`config.mk`:
```
export PLATFORM = sky130hd
export DESIGN_NAME = acq_controller_flat
export DESIGN_NICKNAME = d
export VERILOG_FILES = /design/src/rtl/acq_pkg.sv /design/src/rtl/acq_if.sv /design/src/rtl/acq_trigger.sv /design/src/rtl/acq_controller.sv /design/src/flat_wrapper.sv
export SDC_FILE = /design/constraint.sdc
export NUM_CORES = 1
export LEC_CHECK = 0
export CAP_MARGIN = 15
export CELL_PAD_IN_SITES_DETAIL_PLACEMENT = 0
export CELL_PAD_IN_SITES_GLOBAL_PLACEMENT = 1
export CORE_MARGIN = 4
export CORE_UTILIZATION = 30
export DETAILED_ROUTE_END_ITERATION = 10
export PLACE_DENSITY_LB_ADDON = 0.1
export SYNTH_ARGS = -nofsm -noshare
export SYNTH_HDL_FRONTEND = slang
export SYNTH_SLANG_ARGS = --single-unit
export TNS_END_PERCENT = 30
```
`constraint.sdc`:
```
create_clock -name clk -period 2.1 [get_ports clk]
set_input_delay 0.21 -clock clk [delete_from_list [all_inputs] [get_ports clk]]
set_output_delay 0.21 -clock clk [all_outputs]
set_load 0.02 [all_outputs]
```
`src/rtl/acq_pkg.sv`:
```
// Shared types and helpers for the acquisition controller: one-hot state encoding
// and the masked trigger comparison.
package acq_pkg;

  localparam int unsigned NumStates = 6;
  localparam int unsigned TrigMaxW  = 64;

  typedef enum logic [NumStates-1:0] {
    StIdle    = 6'b000001,
    StPre     = 6'b000010,
    StArmed   = 6'b000100,
    StPost    = 6'b001000,
    StDone    = 6'b010000,
    StRelease = 6'b100000
  } acq_state_e;

  // Operands are zero-extended by the caller; bits outside the mask never matter.
  function automatic logic trig_match(input logic [TrigMaxW-1:0] smp,
                                      input logic [TrigMaxW-1:0] mask,
                                      input logic [TrigMaxW-1:0] value);
    return (smp & mask) == (value & mask);
  endfunction

endpackage

```
`src/rtl/acq_if.sv`:
```
// Sample RAM write port between the acquisition controller (master) and the RAM (slave).
interface acq_if #(
  parameter int unsigned WIDTH  = 8,
  parameter int unsigned ADDR_W = 10
);
  logic              wr_en;
  logic [ADDR_W-1:0] wr_addr;
  logic [WIDTH-1:0]  wr_data;

  modport master (output wr_en, output wr_addr, output wr_data);
  modport slave  (input  wr_en, input  wr_addr, input  wr_data);
endinterface

```
`src/rtl/acq_trigger.sv`:
```
// Combinational masked trigger compare on the live probe sample.
module acq_trigger
  import acq_pkg::*;
#(
  parameter int unsigned WIDTH = 8
) (
  input  logic [WIDTH-1:0] sample_i,
  input  logic [WIDTH-1:0] mask_i,
  input  logic [WIDTH-1:0] value_i,
  output logic             match_o
);
  assign match_o = trig_match(TrigMaxW'(sample_i), TrigMaxW'(mask_i), TrigMaxW'(value_i));
endmodule

```
`src/rtl/acq_controller.sv`:
```
// One logic-analyser acquisition pass: trigger search, sample RAM writes, done pulse.
// Define PRETRIGGER_EN to enable the pre-trigger ring buffer and the PRE state.
module acq_controller
  import acq_pkg::*;
#(
  parameter int unsigned WIDTH  = 8,
  parameter int unsigned ADDR_W = 10
) (
  input  logic              clk,
  input  logic              rst,
  input  logic              grant_acq,
  output logic              done_acq,
  input  logic [WIDTH-1:0]  sample,
  input  logic [WIDTH-1:0]  trig_mask,
  input  logic [WIDTH-1:0]  trig_value,
  input  logic [ADDR_W-1:0] pre_cnt,
  acq_if.master             ram,
  output logic [ADDR_W-1:0] start_addr,
  output logic              busy,
  output logic              triggered
);
  localparam int unsigned CntW = ADDR_W + 1;
  localparam logic [CntW-1:0] Depth = {1'b1, {ADDR_W{1'b0}}};

  acq_state_e        state_q, state_d;
  logic              wr_en_q, wr_en_d;
  logic [ADDR_W-1:0] wr_addr_q, wr_addr_d;
  logic [WIDTH-1:0]  wr_data_q, wr_data_d;
  logic [ADDR_W-1:0] next_addr_q, next_addr_d;
  logic [CntW-1:0]   wcnt_q, wcnt_d;
  logic [ADDR_W-1:0] pre_q, pre_d;
  logic [ADDR_W-1:0] trig_addr_q, trig_addr_d;
  logic [ADDR_W-1:0] start_addr_q, start_addr_d;
  logic              done_q, done_d;
  logic              busy_q, busy_d;
  logic              trig_q, trig_d;
  logic              match;

  acq_trigger #(.WIDTH(WIDTH)) u_trigger (
    .sample_i(sample),
    .mask_i  (trig_mask),
    .value_i (trig_value),
    .match_o (match)
  );

`ifndef PRETRIGGER_EN
  logic unused_pre_cnt;
  assign unused_pre_cnt = ^pre_cnt;
`endif

  always_comb begin
    state_d      = state_q;
    wr_en_d      = 1'b0;
    wr_addr_d    = wr_addr_q;
    wr_data_d    = sample;
    next_addr_d  = next_addr_q;
    wcnt_d       = wcnt_q;
    pre_d        = pre_q;
    trig_addr_d  = trig_addr_q;
    start_addr_d = start_addr_q;
    done_d       = 1'b0;
    trig_d       = trig_q;

    unique case (state_q)
      StIdle: begin
        if (grant_acq) begin
          next_addr_d  = '0;
          wcnt_d       = '0;
          trig_addr_d  = '0;
          start_addr_d = '0;
`ifdef PRETRIGGER_EN
          pre_d   = pre_cnt;
          state_d = (pre_cnt == '0) ? StArmed : StPre;
`else
          pre_d   = '0;
          state_d = StArmed;
`endif
        end
      end
      StPre: begin
        if (!grant_acq) begin
          state_d = StIdle;
        end else begin
          wr_en_d     = 1'b1;
          wr_addr_d   = next_addr_q;
          next_addr_d = next_addr_q + ADDR_W'(1);
          wcnt_d      = wcnt_q + CntW'(1);
          if (wcnt_q + CntW'(1) == {1'b0, pre_q}) state_d = StArmed;
        end
      end
      StArmed: begin
        if (!grant_acq) begin
          state_d = StIdle;
        end else if (match) begin
          wr_en_d     = 1'b1;
          wr_addr_d   = next_addr_q;
          next_addr_d = next_addr_q + ADDR_W'(1);
          trig_addr_d = next_addr_q;
          // Pre-trigger history plus the trigger sample count toward the full buffer.
          wcnt_d      = {1'b0, pre_q} + CntW'(1);
          trig_d      = 1'b1;
          state_d     = StPost;
        end
`ifdef PRETRIGGER_EN
        else begin
          wr_en_d     = 1'b1;
          wr_addr_d   = next_addr_q;
          next_addr_d = next_addr_q + ADDR_W'(1);
        end
`endif
      end
      StPost: begin
        if (!grant_acq) begin
          state_d = StIdle;
        end else if (wcnt_q == Depth) begin
          done_d       = 1'b1;
          start_addr_d = trig_addr_q - pre_q;
          state_d      = StDone;
        end else begin
          wr_en_d     = 1'b1;
          wr_addr_d   = next_addr_q;
          next_addr_d = next_addr_q + ADDR_W'(1);
          wcnt_d      = wcnt_q + CntW'(1);
        end
      end
      StDone:    state_d = StRelease;
      StRelease: if (!grant_acq) state_d = StIdle;
      default:   state_d = StIdle;
    endcase

    if (state_d == StIdle) trig_d = 1'b0;
    busy_d = (state_d != StIdle);
  end

  always_ff @(posedge clk or posedge rst) begin
    if (rst) begin
      state_q      <= StIdle;
      wr_en_q      <= 1'b0;
      wr_addr_q    <= '0;
      wr_data_q    <= '0;
      next_addr_q  <= '0;
      wcnt_q       <= '0;
      pre_q        <= '0;
      trig_addr_q  <= '0;
      start_addr_q <= '0;
      done_q       <= 1'b0;
      busy_q       <= 1'b0;
      trig_q       <= 1'b0;
    end else begin
      state_q      <= state_d;
      wr_en_q      <= wr_en_d;
      wr_addr_q    <= wr_addr_d;
      wr_data_q    <= wr_data_d;
      next_addr_q  <= next_addr_d;
      wcnt_q       <= wcnt_d;
      pre_q        <= pre_d;
      trig_addr_q  <= trig_addr_d;
      start_addr_q <= start_addr_d;
      done_q       <= done_d;
      busy_q       <= busy_d;
      trig_q       <= trig_d;
    end
  end

  assign ram.wr_en   = wr_en_q;
  assign ram.wr_addr = wr_addr_q;
  assign ram.wr_data = wr_data_q;
  assign done_acq    = done_q;
  assign start_addr  = start_addr_q;
  assign busy        = busy_q;
  assign triggered   = trig_q;
endmodule

```
`src/flat_wrapper.sv`:
```
// flat-port wrapper written by rule: the top's interface ports become plain ports
module acq_controller_flat import acq_pkg::*;
#(
  parameter int unsigned WIDTH  = 8,
  parameter int unsigned ADDR_W = 10
)
  (clk, rst, grant_acq, done_acq, sample, trig_mask, trig_value, pre_cnt, start_addr, busy, triggered, ram_wr_en, ram_wr_addr, ram_wr_data);
  acq_if #(.WIDTH(WIDTH), .ADDR_W(ADDR_W)) ram_i ();
  input  logic clk;
  input  logic rst;
  input  logic grant_acq;
  output logic done_acq;
  input  logic [WIDTH-1:0] sample;
  input  logic [WIDTH-1:0] trig_mask;
  input  logic [WIDTH-1:0] trig_value;
  input  logic [ADDR_W-1:0] pre_cnt;
  output logic [ADDR_W-1:0] start_addr;
  output logic busy;
  output logic triggered;
  output wire logic [$bits(ram_i.wr_en)-1:0] ram_wr_en;
  output wire logic [$bits(ram_i.wr_addr)-1:0] ram_wr_addr;
  output wire logic [$bits(ram_i.wr_data)-1:0] ram_wr_data;
  assign ram_wr_en = ram_i.wr_en;
  assign ram_wr_addr = ram_i.wr_addr;
  assign ram_wr_data = ram_i.wr_data;
  acq_controller #(.WIDTH(WIDTH), .ADDR_W(ADDR_W)) u_core (.clk(clk), .rst(rst), .grant_acq(grant_acq), .done_acq(done_acq), .sample(sample), .trig_mask(trig_mask), .trig_value(trig_value), .pre_cnt(pre_cnt), .ram(ram_i), .start_addr(start_addr), .busy(busy), .triggered(triggered));
endmodule
```
==> metrics.txt, run 1 <==
most frequent cells in the layout dfrtp_1, buf_4, clkdlybuf4s50_1; #FFs+latches synth 69; FF-to-FF setup slack 0.03 ns; Worst path max stage delay 0.69 ns; buffer depth of the longest clock path 2; post-route cell area 4890 um2; synth top area cells dfrtp_1, a22o_1, o31ai_1, xor2_1, o21ai_0; Hold Buf Count CTS 0; Hold Path Sink u_core.ram.wr_data[6]; DP Cell Count 540; final hold violation count 0; Yosys top cell area share 50.3%; RR Endpoint u_core.ram.wr_addr[0]; Mean Syn Cell Area 11.2 um2; antenna viol nets, final 0; Inserted Clock Buffers 9; Async SR Flop Fraction 100%; share of cells above drive strength 1 26.9%; # rows 38; Max Cap Viol 0; outcome finished, final reports clean; Slowest cell on crit path or4_4; Setup WS post-layout 0.00512 ns; clock sinks 69; synthesized instance count 302; Final Setup Violations 0; fin nets 452; RSZ-0062 raised after global routing yes; CP Cell Sequence clkdlybuf4s50_1 > xor2_1 > a22oi_4 > a41oi_4 > or4_4 > mux2_4; Synth Net Count 342; crit path launch type primary input; Die X-Extent 114 um; fin crit share 99.8%; vias in the first global route 2850; IO Port Bufs 58; most area-hungry cell type in the Yosys netlist dfrtp_1; Worst-Margin Slew 0.445 ns; diodes inserted 0; Final Slew Violations 0; Post-synth EDFFs 0; total grt overflow 0; Critical Path Fanout Max 15; cell depth of the worst flop-to-flop path 5; GP Congestion 0.777; drt pass-1 iters 4; initial core utilization 31.0%; pin count of the biggest net entering global routing 70; Die Span Y 114 um; antenna violations before repair 0; pre-CTS setup slack -0.358 ns; DR iter-0 viols 105; Hold Crit Depth 1; core footprint 10900 um2; # DRC 0; Synth Cell Area 3390 um2; register area share after synthesis 51.0%; post-synth cell types 56; H-Tree Depth 3; synth-to-layout area growth 44.3%; most common cell after layout, fill and taps aside dfrtp_1; CTS tree built; Final Non-Filler Cells 557; Synthesis Warnings 0; Vias/cell 4.99; clk root buf clkbuf_16; type of the tightest min-delay check in -> reg; kind of critical path in -> reg; Rel. slew slack 70.1%; worst vdd ir 390 uV; critical path launch point sample[3]; power per cell area 850 nW/um2; Max Freq 0.477 GHz; first-pass GRT wire length 14800 um; Critical Path End Type flop; Setup TNS 0 ns; clock skew 0.00375 ns; Hold WS 0.150 ns; leakage 2.17 nW; Area after DPL 4490 um2; GRT Util Overall 14.2%; worst r2r src u_core.state_q[0]; Arr. time, crit path 2.31 ns; Clock Latency Late Sink 0.33 ns; Clk pin slew, worst setup/hold paths 0.06 ns; # IOs 69; Routed WL 8780 um; mean routed wirelength per cell 15.8 um; worst hold path startpoint sample[6]; die area 13000 um2; Final HPWL DP 6350 um; Synth Flop Type dfrtp_1; data required time at the worst endpoint 2.31 ns; Vias 2782; post-layout min period 2.09 ns
## metal layers
metal,up-vias,wire length (um),GRT usage [%]
met4,0,117,4.04
met1,1340,4240,19.2
met2,65,3930,22.6
met3,11,484,3.86
li1,1366,-,-
met5,-,0,0
## state kept, by name, summed over array words and instances (netlist names)
register	count
u_core.wcnt_q	11
u_core.ram.wr_addr	10
u_core.next_addr_q	10
u_core.state_q	6
u_core.triggered	1
u_core.busy	1
u_core.start_addr	10
u_core.ram.wr_en	1
u_core.done_acq	1
u_core.ram.wr_data	8
u_core.trig_addr_q	10
## report_power, final
group	leakage (nW)	switching [mW]	internal [mW]
clock	0.156	0.598	1.05
combinational	1.08	0.542	0.484
sequential	0.938	0.0786	1.40
## per-stage QoR
step	power, mW	util, %
2_1_floorplan	2.04	-
6_report	4.15	44.7
5_1_grt	4.36	44.7
3_5_place_dp	2.50	41.0
4_1_cts	4.19	44.0
3_3_place_gp	2.50	41.0
## how the worst max path moves through the flow
| stage | endpoint | slack (ns) |
|---|---|---|
| floorplan | u_core.ram.wr_addr[0] | -0.02 |
| global placement | u_core.ram.wr_addr[6] | -0.36 |
| detailed placement | u_core.ram.wr_addr[6] | -0.36 |
| CTS | u_core.ram.wr_addr[8] | -0.0001 |
| global route | u_core.ram.wr_addr[6] | -0.05 |
| finish | u_core.ram.wr_addr[0] | 0.005 |
## kinds of logic after synthesis
family,count (synthesis),synth area share (%)
AOI/OAI and AO/OA,92,21.8
buffers and inverters,28,4.29
xor gates and xnor gates,12,3.10
muxes,11,4.18
DFF,69,51.0
and+or+nand+nor,87,14.4
adders and majority gates,3,1.11
## critical path: cells and delay by family
kind	cells	cell delay, ns
buf+inv	1	0.45
compound gates	2	0.40
simple gates	1	0.69
mux	1	0.34
xor+xnor	1	0.20
## synthesized netlist by cell type, types with 7 or more instances
cell      n
nand3_1  12
xor2_1   12
nand2_1  11
a21oi_1   9
o31ai_1  18
dfrtp_1  68
nand4_1   7
inv_1     9
buf_2     9
nor2_1   16
o21ai_0  16
a22o_1   20
## what timing repair did
item                       CTS  global route
gates resized for setup      2            14
pin swaps                    0             3
setup endpoints to repair   10            44
setup buffers                0             1
gates cloned                 0             0
## final cells by class
type	instances	area [um2]
clock buffers	9	225
clock inverters	7	98.8
fillers	1076	6050
inverters	9	33.8
multi-input cells	205	1580
flip-flops and latches	69	1730
well taps	140	175
repair buffers	118	1050
Power figures use the tool's default switching activity.
==> inputs of run 2 (changes only) <==
--- a/config.mk
+++ b/config.mk
@@ -5,11 +5,13 @@
 export SDC_FILE = /design/constraint.sdc
 export NUM_CORES = 1
 export LEC_CHECK = 0
+export ABC_AREA = 1
 export CAP_MARGIN = 15
 export CELL_PAD_IN_SITES_DETAIL_PLACEMENT = 0
 export CELL_PAD_IN_SITES_GLOBAL_PLACEMENT = 1
 export CORE_MARGIN = 4
 export CORE_UTILIZATION = 30
+export CTS_BUF_LIST = sky130_fd_sc_hd__clkbuf_8
 export DETAILED_ROUTE_END_ITERATION = 10
 export PLACE_DENSITY_LB_ADDON = 0.1
 export SYNTH_ARGS = -nofsm -noshare
==> run 2 against run 1 <==
Wire length shrank 5.3%. Die area rose by 3.2%. Area after synthesis increased by 3.4%. Power decreased by 18%. Final cell count grew 12%. Via count up 0.36%. Critical path type is now reg -> reg. Count of clock-buffer cells in the layout up 1.
==> metrics.txt, run 2 <==
antenna viol nets, final 0 (unchanged); Max Freq 0.536 GHz (was 0.477 GHz); Inserted Clock Buffers 9 (unchanged); Synth Net Count 450 (was 342); H-Tree Depth 3 (unchanged); fin crit share 88.9% (was 99.8%); fin nets 518 (was 452); # rows 39 (was 38); Worst path max stage delay 0.42 ns (was 0.69 ns); most used cell along the critical path inv_1; Final Non-Filler Cells 626 (was 557); power per cell area 761 nW/um2 (was 850 nW/um2); antenna violations before repair 0 (unchanged); GP Congestion 0.783 (was 0.777); internal power 2.20 mW (was 2.93 mW); Rel. slew slack 62.3% (was 70.1%); clk root buf clkbuf_8 (was clkbuf_16); Synthesis Warnings 0 (unchanged); Critical Path Fanout Max 11 (was 15); initial core utilization 30.7% (was 31.0%); Vias 2792 (was 2782); synth-to-layout area growth 27.5% (was 44.3%); drt pass-1 iters 4 (unchanged); Slowest cell on crit path dfrtp_1 (was or4_4); outcome finished, final reports clean (unchanged); clock skew 0.0148 ns (was 0.00375 ns); GRT Util Overall 13.4% (was 14.2%); Final HPWL DP 6230 um (was 6350 um); CP Cell Sequence inv_1 > ha_1 > nand4_1 > nor2_1 > nand3_1 > inv_1 > a22o_1 (was clkdlybuf4s50_1 > xor2_1 > a22oi_4 > a41oi_4 > or4_4 > mux2_4); Max Cap Viol 0 (unchanged); Mean Syn Cell Area 8.54 um2 (was 11.2 um2); Die Span Y 116 um (was 114 um); Seq. cell area 1730 um2 (unchanged); Vias/cell 4.46 (was 4.99); IO Port Bufs 58 (unchanged); multi-input logic area 1480 um2 (was 1580 um2); worst r2r src u_core.wcnt_q[0] (was u_core.state_q[0]); leakage 2.05 nW (was 2.17 nW); Setup Fix Bufs, Post-CTS 0 (unchanged); Critical Path End Type flop (unchanged); critical path launch point u_core.wcnt_q[0] (was sample[3]); Worst-Margin Slew 0.565 ns (was 0.445 ns); RSZ-0062 raised after global routing no (was yes); Final Slew Violations 0 (unchanged); total grt overflow 0 (unchanged); # DRC 0 (unchanged); CTS tree built (unchanged); Top reg by flops u_core.wcnt_q (unchanged); Post-synth EDFFs 0 (unchanged); cell depth of the worst flop-to-flop path 7 (was 5); core footprint 11400 um2 (was 10900 um2); most numerous cell in the Yosys netlist nand2_1 (was dfrtp_1); Clock Latency Late Sink 0.36 ns (was 0.33 ns); pin count of the biggest net entering global routing 28 (was 70); max reg flops 11 (unchanged); data required time at the worst endpoint 2.40 ns (was 2.31 ns); Synth Cell Area 3500 um2 (was 3390 um2); share of power burned in registers 43.4% (was 35.7%); post-cts gate resize count 0 (was 2); mean routed wirelength per cell 13.3 um (was 15.8 um); register area share after synthesis 49.3% (was 51.0%); synth top area cells dfrtp_1, nand2_1, inv_1, o21ai_2, nand3_1 (was dfrtp_1, a22o_1, o31ai_1, xor2_1, o21ai_0); kind of critical path reg -> reg (was in -> reg); #FFs+latches synth 69 (unchanged); Arr. time, crit path 2.17 ns (was 2.31 ns); Die X-Extent 116 um (was 114 um); crit path launch type flop (was primary input); FF-to-FF setup slack 0.23 ns (was 0.03 ns); Setup TNS 0 ns (unchanged); Final Setup Violations 0 (unchanged); Switch Pwr 1.20 mW (was 1.22 mW); Fillers 1217 (was 1076); most common cell after layout, fill and taps aside nand2_1 (was dfrtp_1); Synth Flop Type dfrtp_1 (unchanged); Sw Ratio 35.3% (was 29.4%); vias in the first global route 2697 (was 2850); first-pass GRT wire length 13800 um (was 14800 um); Async SR Flop Fraction 100% (unchanged); most frequent cells after synthesis nand2_1, dfrtp_1, inv_1 (was dfrtp_1, a22o_1, o31ai_1); post-layout min period 1.87 ns (was 2.09 ns); Yosys top cell area share 48.6% (was 50.3%); die area 13500 um2 (was 13000 um2); pre-CTS setup slack 0.0966 ns (was -0.358 ns); Power Total 3.40 mW (was 4.15 mW); share of cells above drive strength 1 13.3% (was 26.9%); worst vdd ir 302 uV (was 390 uV); Setup WS post-layout 0.233 ns (was 0.00512 ns); buffer depth of the longest clock path 2 (unchanged); diodes inserted 0 (unchanged); Hold Buf Count CTS 0 (unchanged); CP endpoint u_core.start_addr[1] (was u_core.ram.wr_addr[0]); Comb power frac 26.6% (was 24.7%); most frequent cells in the layout nand2_1, dfrtp_1, clkdlybuf4s50_1 (was dfrtp_1, buf_4, clkdlybuf4s50_1); post-synth cell types 29 (was 56); type of the tightest min-delay check in -> async (was in -> reg); most area-hungry cell type in the Yosys netlist dfrtp_1 (unchanged); synthesized instance count 410 (was 302); # IOs 69 (unchanged); DP Cell Count 610 (was 540); final hold violation count 0 (unchanged); clock sinks 69 (unchanged); clock network fraction of total power 30.0% (was 39.6%); Routed WL 8310 um (was 8780 um); Clk pin slew, worst setup/hold paths 0.09 ns (was 0.06 ns); RR Endpoint u_core.start_addr[1] (was u_core.ram.wr_addr[0]); DR iter-0 viols 124 (was 105)
run 2: cell count changes after synthesis, moves of 6 or more:
cell     delta
nor2_1      +9
inv_1      +48
nand2_1   +107
nand3_1    +10
buf_2       -9
o21ai_1     +8
or4_1       -6
nor2_4      +6
a22o_1     -10
o31ai_1    -17
o21ai_2    +20
run 2: how the worst min path moves through the flow:
| stage | from | to | slack (ns) | cells after the start |
|---|---|---|---|---|
| 2_1_floorplan | sample[0] | u_core.ram.wr_data[0] | 0.24 | 0 |
| 3_3_place_gp | u_core.ram.wr_addr[3] | u_core.ram.wr_addr[3] | 0.47 | 2 |
| 3_5_place_dp | u_core.ram.wr_addr[3] | u_core.ram.wr_addr[3] | 0.47 | 2 |
| 4_1_cts | rst | u_core.ram.wr_data[3] | 0.24 | 2 |
| 5_1_grt | rst | u_core.state_q[3] | 0.26 | 2 |
| 6_report | rst | u_core.state_q[3] | 0.22 | 2 |
run 2: layer usage:
layer,vias to the layer above,part of all wire [%],GRT usage (%)
met5,-,0,0
met4,0,1.7,6.03
met3,11,3.8,3.13
met2,45,47,21.4
met1,1283,47,17.4
li1,1453,-,-
run 2: metrics by stage:
step / instance area [um2] / utilization (%) / hold slack (ns)
3_5_place_dp: 4290 / 37.6 / 0.470
5_1_grt: 4470 / 39.1 / 0.260
2_1_floorplan: 3500 / - / 0.241
6_report: 4470 / 39.1 / 0.221
3_3_place_gp: 4290 / 37.6 / 0.466
4_1_cts: 4470 / 39.1 / 0.236
run 2: kinds of logic after synthesis:
| family | after synthesis | share of synthesized area (%) |
|---|---|---|
| DFF | 69 | 49.3 |
| buffers and inverters | 67 | 8.50 |
| adders and majority gates | 3 | 1.07 |
| xor gates and xnor gates | 7 | 1.75 |
| and+or+nand+nor | 196 | 26.0 |
| AOI/OAI and AO/OA | 68 | 13.3 |
run 2: critical path: cells and delay by family, from the launching register on:
family	cells	cell delay [ns]
AOI/OAI and AO/OA	1	0.21
adders and majority gates	1	0.20
buffers and inverters	2	0.43
DFF	1	0.42
and+or+nand+nor	3	0.54
run 2: final cells by class:
type                       count  share of cell area, %
sequential                    69                   38.7
timing repair buffer          64                   15.1
clock inverter                 6                  0.869
clock buffer                  10                   3.08
inverter                      60                   5.16
multi-input combinational    274                   33.1
tap                          143                   4.01
run 2: power groups by stage:
stage | logic [mW] | registers (mW) | clock network [mW]
after detailed placement | 0.926 | 1.50 | 0
after CTS | 0.929 | 1.48 | 1.06
after global placement | 0.922 | 1.50 | 0
final | 0.903 | 1.48 | 1.02
after global routing | 1.01 | 1.48 | 1.12
after floorplan | 0.595 | 1.53 | 0
==> inputs of run 3 (changes only) <==
--- a/config.mk
+++ b/config.mk
@@ -10,7 +10,7 @@
 export CELL_PAD_IN_SITES_DETAIL_PLACEMENT = 0
 export CELL_PAD_IN_SITES_GLOBAL_PLACEMENT = 1
 export CORE_MARGIN = 4
-export CORE_UTILIZATION = 30
+export CORE_UTILIZATION = 36
 export CTS_BUF_LIST = sky130_fd_sc_hd__clkbuf_8
 export DETAILED_ROUTE_END_ITERATION = 10
 export PLACE_DENSITY_LB_ADDON = 0.1
==> run 3 against run 2 <==
Power up 2.1%. Maximum frequency rose by 3.3%. Setup slack better by 0.060 ns. Sequential share of layout area up 0.065 points. Die area is 16% lower. Via count up 0.90%. Critical endpoint is now u_core.start_addr[9]. Highest routed layer unchanged.
==> metrics.txt, run 3 (synthesis results as in run 2) <==
outcome finished, final reports clean (unchanged); diodes inserted 0 (unchanged); core footprint 9370 um2 (was 11400 um2); met2 wire length 3730 um (was 3940 um); Routed met3 length 276 um (was 314 um); Worst-Margin Slew 0.502 ns (was 0.565 ns); Die Span Y 107 um (was 116 um); clock skew 0.0105 ns (was 0.0148 ns); Worst path max stage delay 0.42 ns (about the same); post-cts gate resize count 0 (unchanged); share of cells above drive strength 1 13.5% (was 13.3%); Hold Buf Count CTS 0 (unchanged); power per cell area 779 nW/um2 (was 761 nW/um2); crit path launch type flop (unchanged); DP Cell Count 596 (was 610); post-layout min period 1.81 ns (was 1.87 ns); worst vdd ir 401 uV (was 302 uV); Slowest cell on crit path dfrtp_1 (unchanged); RSZ-0062 raised after global routing no (unchanged); Max Cap Viol 0 (unchanged); synth-to-layout area growth 27.3% (was 27.5%); worst r2r src u_core.wcnt_q[0] (unchanged); Clk pin slew, worst setup/hold paths 0.08 ns (was 0.09 ns); data required time at the worst endpoint 2.38 ns (was 2.40 ns); delay-heaviest family, CP simple AND/OR/NAND/NOR gates (unchanged); Final Slew Violations 0 (unchanged); GRT Util Overall 14.7% (was 13.4%); final hold violation count 0 (unchanged); leakage 2.05 nW (about the same); fin nets 518 (unchanged); multi-input logic area 1480 um2 (unchanged); Critical Path End Type flop (unchanged); critical path launch point u_core.wcnt_q[0] (unchanged); GP Congestion 0.825 (was 0.783); most common cell after layout, fill and taps aside nand2_1 (unchanged); total grt overflow 0 (unchanged); first-pass GRT wire length 13500 um (was 13800 um); CTS tree built (unchanged); drt pass-1 iters 4 (unchanged); type of the tightest min-delay check in -> async (unchanged); most frequent cells in the layout nand2_1, dfrtp_1, clkdlybuf4s50_1 (unchanged); pin count of the biggest net entering global routing 40 (was 28); IO Port Bufs 58 (unchanged); CP bufs+invs 2 (unchanged); max reg flops 11 (unchanged); vias in the first global route 2757 (was 2697); Setup TNS 0 ns (unchanged); Clock Latency Late Sink 0.34 ns (was 0.36 ns); Rel. slew slack 66.5% (was 62.3%); antenna violations before repair 0 (unchanged); kind of critical path reg -> reg (unchanged); initial core utilization 37.4% (was 30.7%); fin crit share 86.1% (was 88.9%); antenna viol nets, final 0 (unchanged); clk root buf clkbuf_8 (unchanged); Final HPWL DP 5850 um (was 6230 um); H-Tree Depth 3 (unchanged); Routed WL 7760 um (was 8310 um); top layer in use met4 (unchanged); Arr. time, crit path 2.08 ns (was 2.17 ns); Power Total 3.47 mW (was 3.40 mW); Final Setup Violations 0 (unchanged); CP Cell Sequence inv_1 > ha_1 > nand4_1 > nor2_1 > nand3_1 > inv_1 > a22o_1 (unchanged); Vias/cell 4.60 (was 4.46); Seq. cell area 1730 um2 (unchanged); Setup Fix Bufs, Post-CTS 0 (unchanged); # DRC 0 (unchanged); Fillers 982 (was 1217); Top reg by flops u_core.wcnt_q (unchanged); # rows 35 (was 39); Inserted Clock Buffers 9 (unchanged); Die X-Extent 107 um (was 116 um); Vias 2817 (was 2792); mean routed wirelength per cell 12.7 um (was 13.3 um); wire length on met1 3610 um (was 3920 um); most used cell along the critical path inv_1 (unchanged); buffer depth of the longest clock path 2 (unchanged); Final Non-Filler Cells 612 (was 626); Max Freq 0.553 GHz (was 0.536 GHz); clock sinks 69 (unchanged); Critical Path Fanout Max 11 (unchanged); # IOs 69 (unchanged); DR iter-0 viols 90 (was 124); die area 11400 um2 (was 13500 um2)
==> run 3: worst paths after layout <==
| path | endpoint | slack (ns) | cells past startpoint |
|---|---|---|---|
| min in group clk | u_core.ram.wr_data[3] | 0.36 | 1 |
| setup reg to reg | u_core.start_addr[9] | 0.29 | 7 |
| hold reg to reg | u_core.ram.wr_addr[0] | 0.48 | 2 |
| setup / recovery | u_core.start_addr[9] | 0.29 | 7 |
| hold / removal | u_core.ram.wr_data[1] | 0.22 | 2 |
| max in group asynchronous | u_core.ram.wr_addr[9] | 1.30 | 3 |
==> run 3: power by group <==
part	internal (mW)	total [mW]	switching, mW
registers	1.41	1.47	0.0662
logic	0.328	0.898	0.570
clock network	0.555	1.10	0.544
total	2.29	3.47	1.18
==> run 3: stage by stage <==
| stage | util (%) | worst slack, ns | hold WS [ns] | cell area, um2 |
|---|---|---|---|---|
| global route | 47.6 | 0.0518 | 0.260 | 4460 |
| floorplan | - | 0.152 | 0.241 | 3500 |
| CTS | 47.6 | 0.227 | 0.223 | 4460 |
| finish | 47.6 | 0.293 | 0.215 | 4460 |
| detailed placement | 45.4 | 0.0740 | 0.469 | 4260 |
| global placement | 45.4 | 0.138 | 0.466 | 4260 |
==> run 3: layer usage <==
layer	vias up	global-route usage, %
li1	1455	-
met2	45	23.5
met1	1305	20.0
met5	-	0
met3	12	2.83
met4	0	5.39
==> run 3: cell type report <==
type | instances | area share (%)
well taps | 129 | 3.62
clock inverters | 7 | 1.68
inverters | 60 | 5.16
flip-flops and latches | 69 | 38.8
multi-input cells | 274 | 33.1
repair buffers | 64 | 14.9
clock buffers | 9 | 2.78
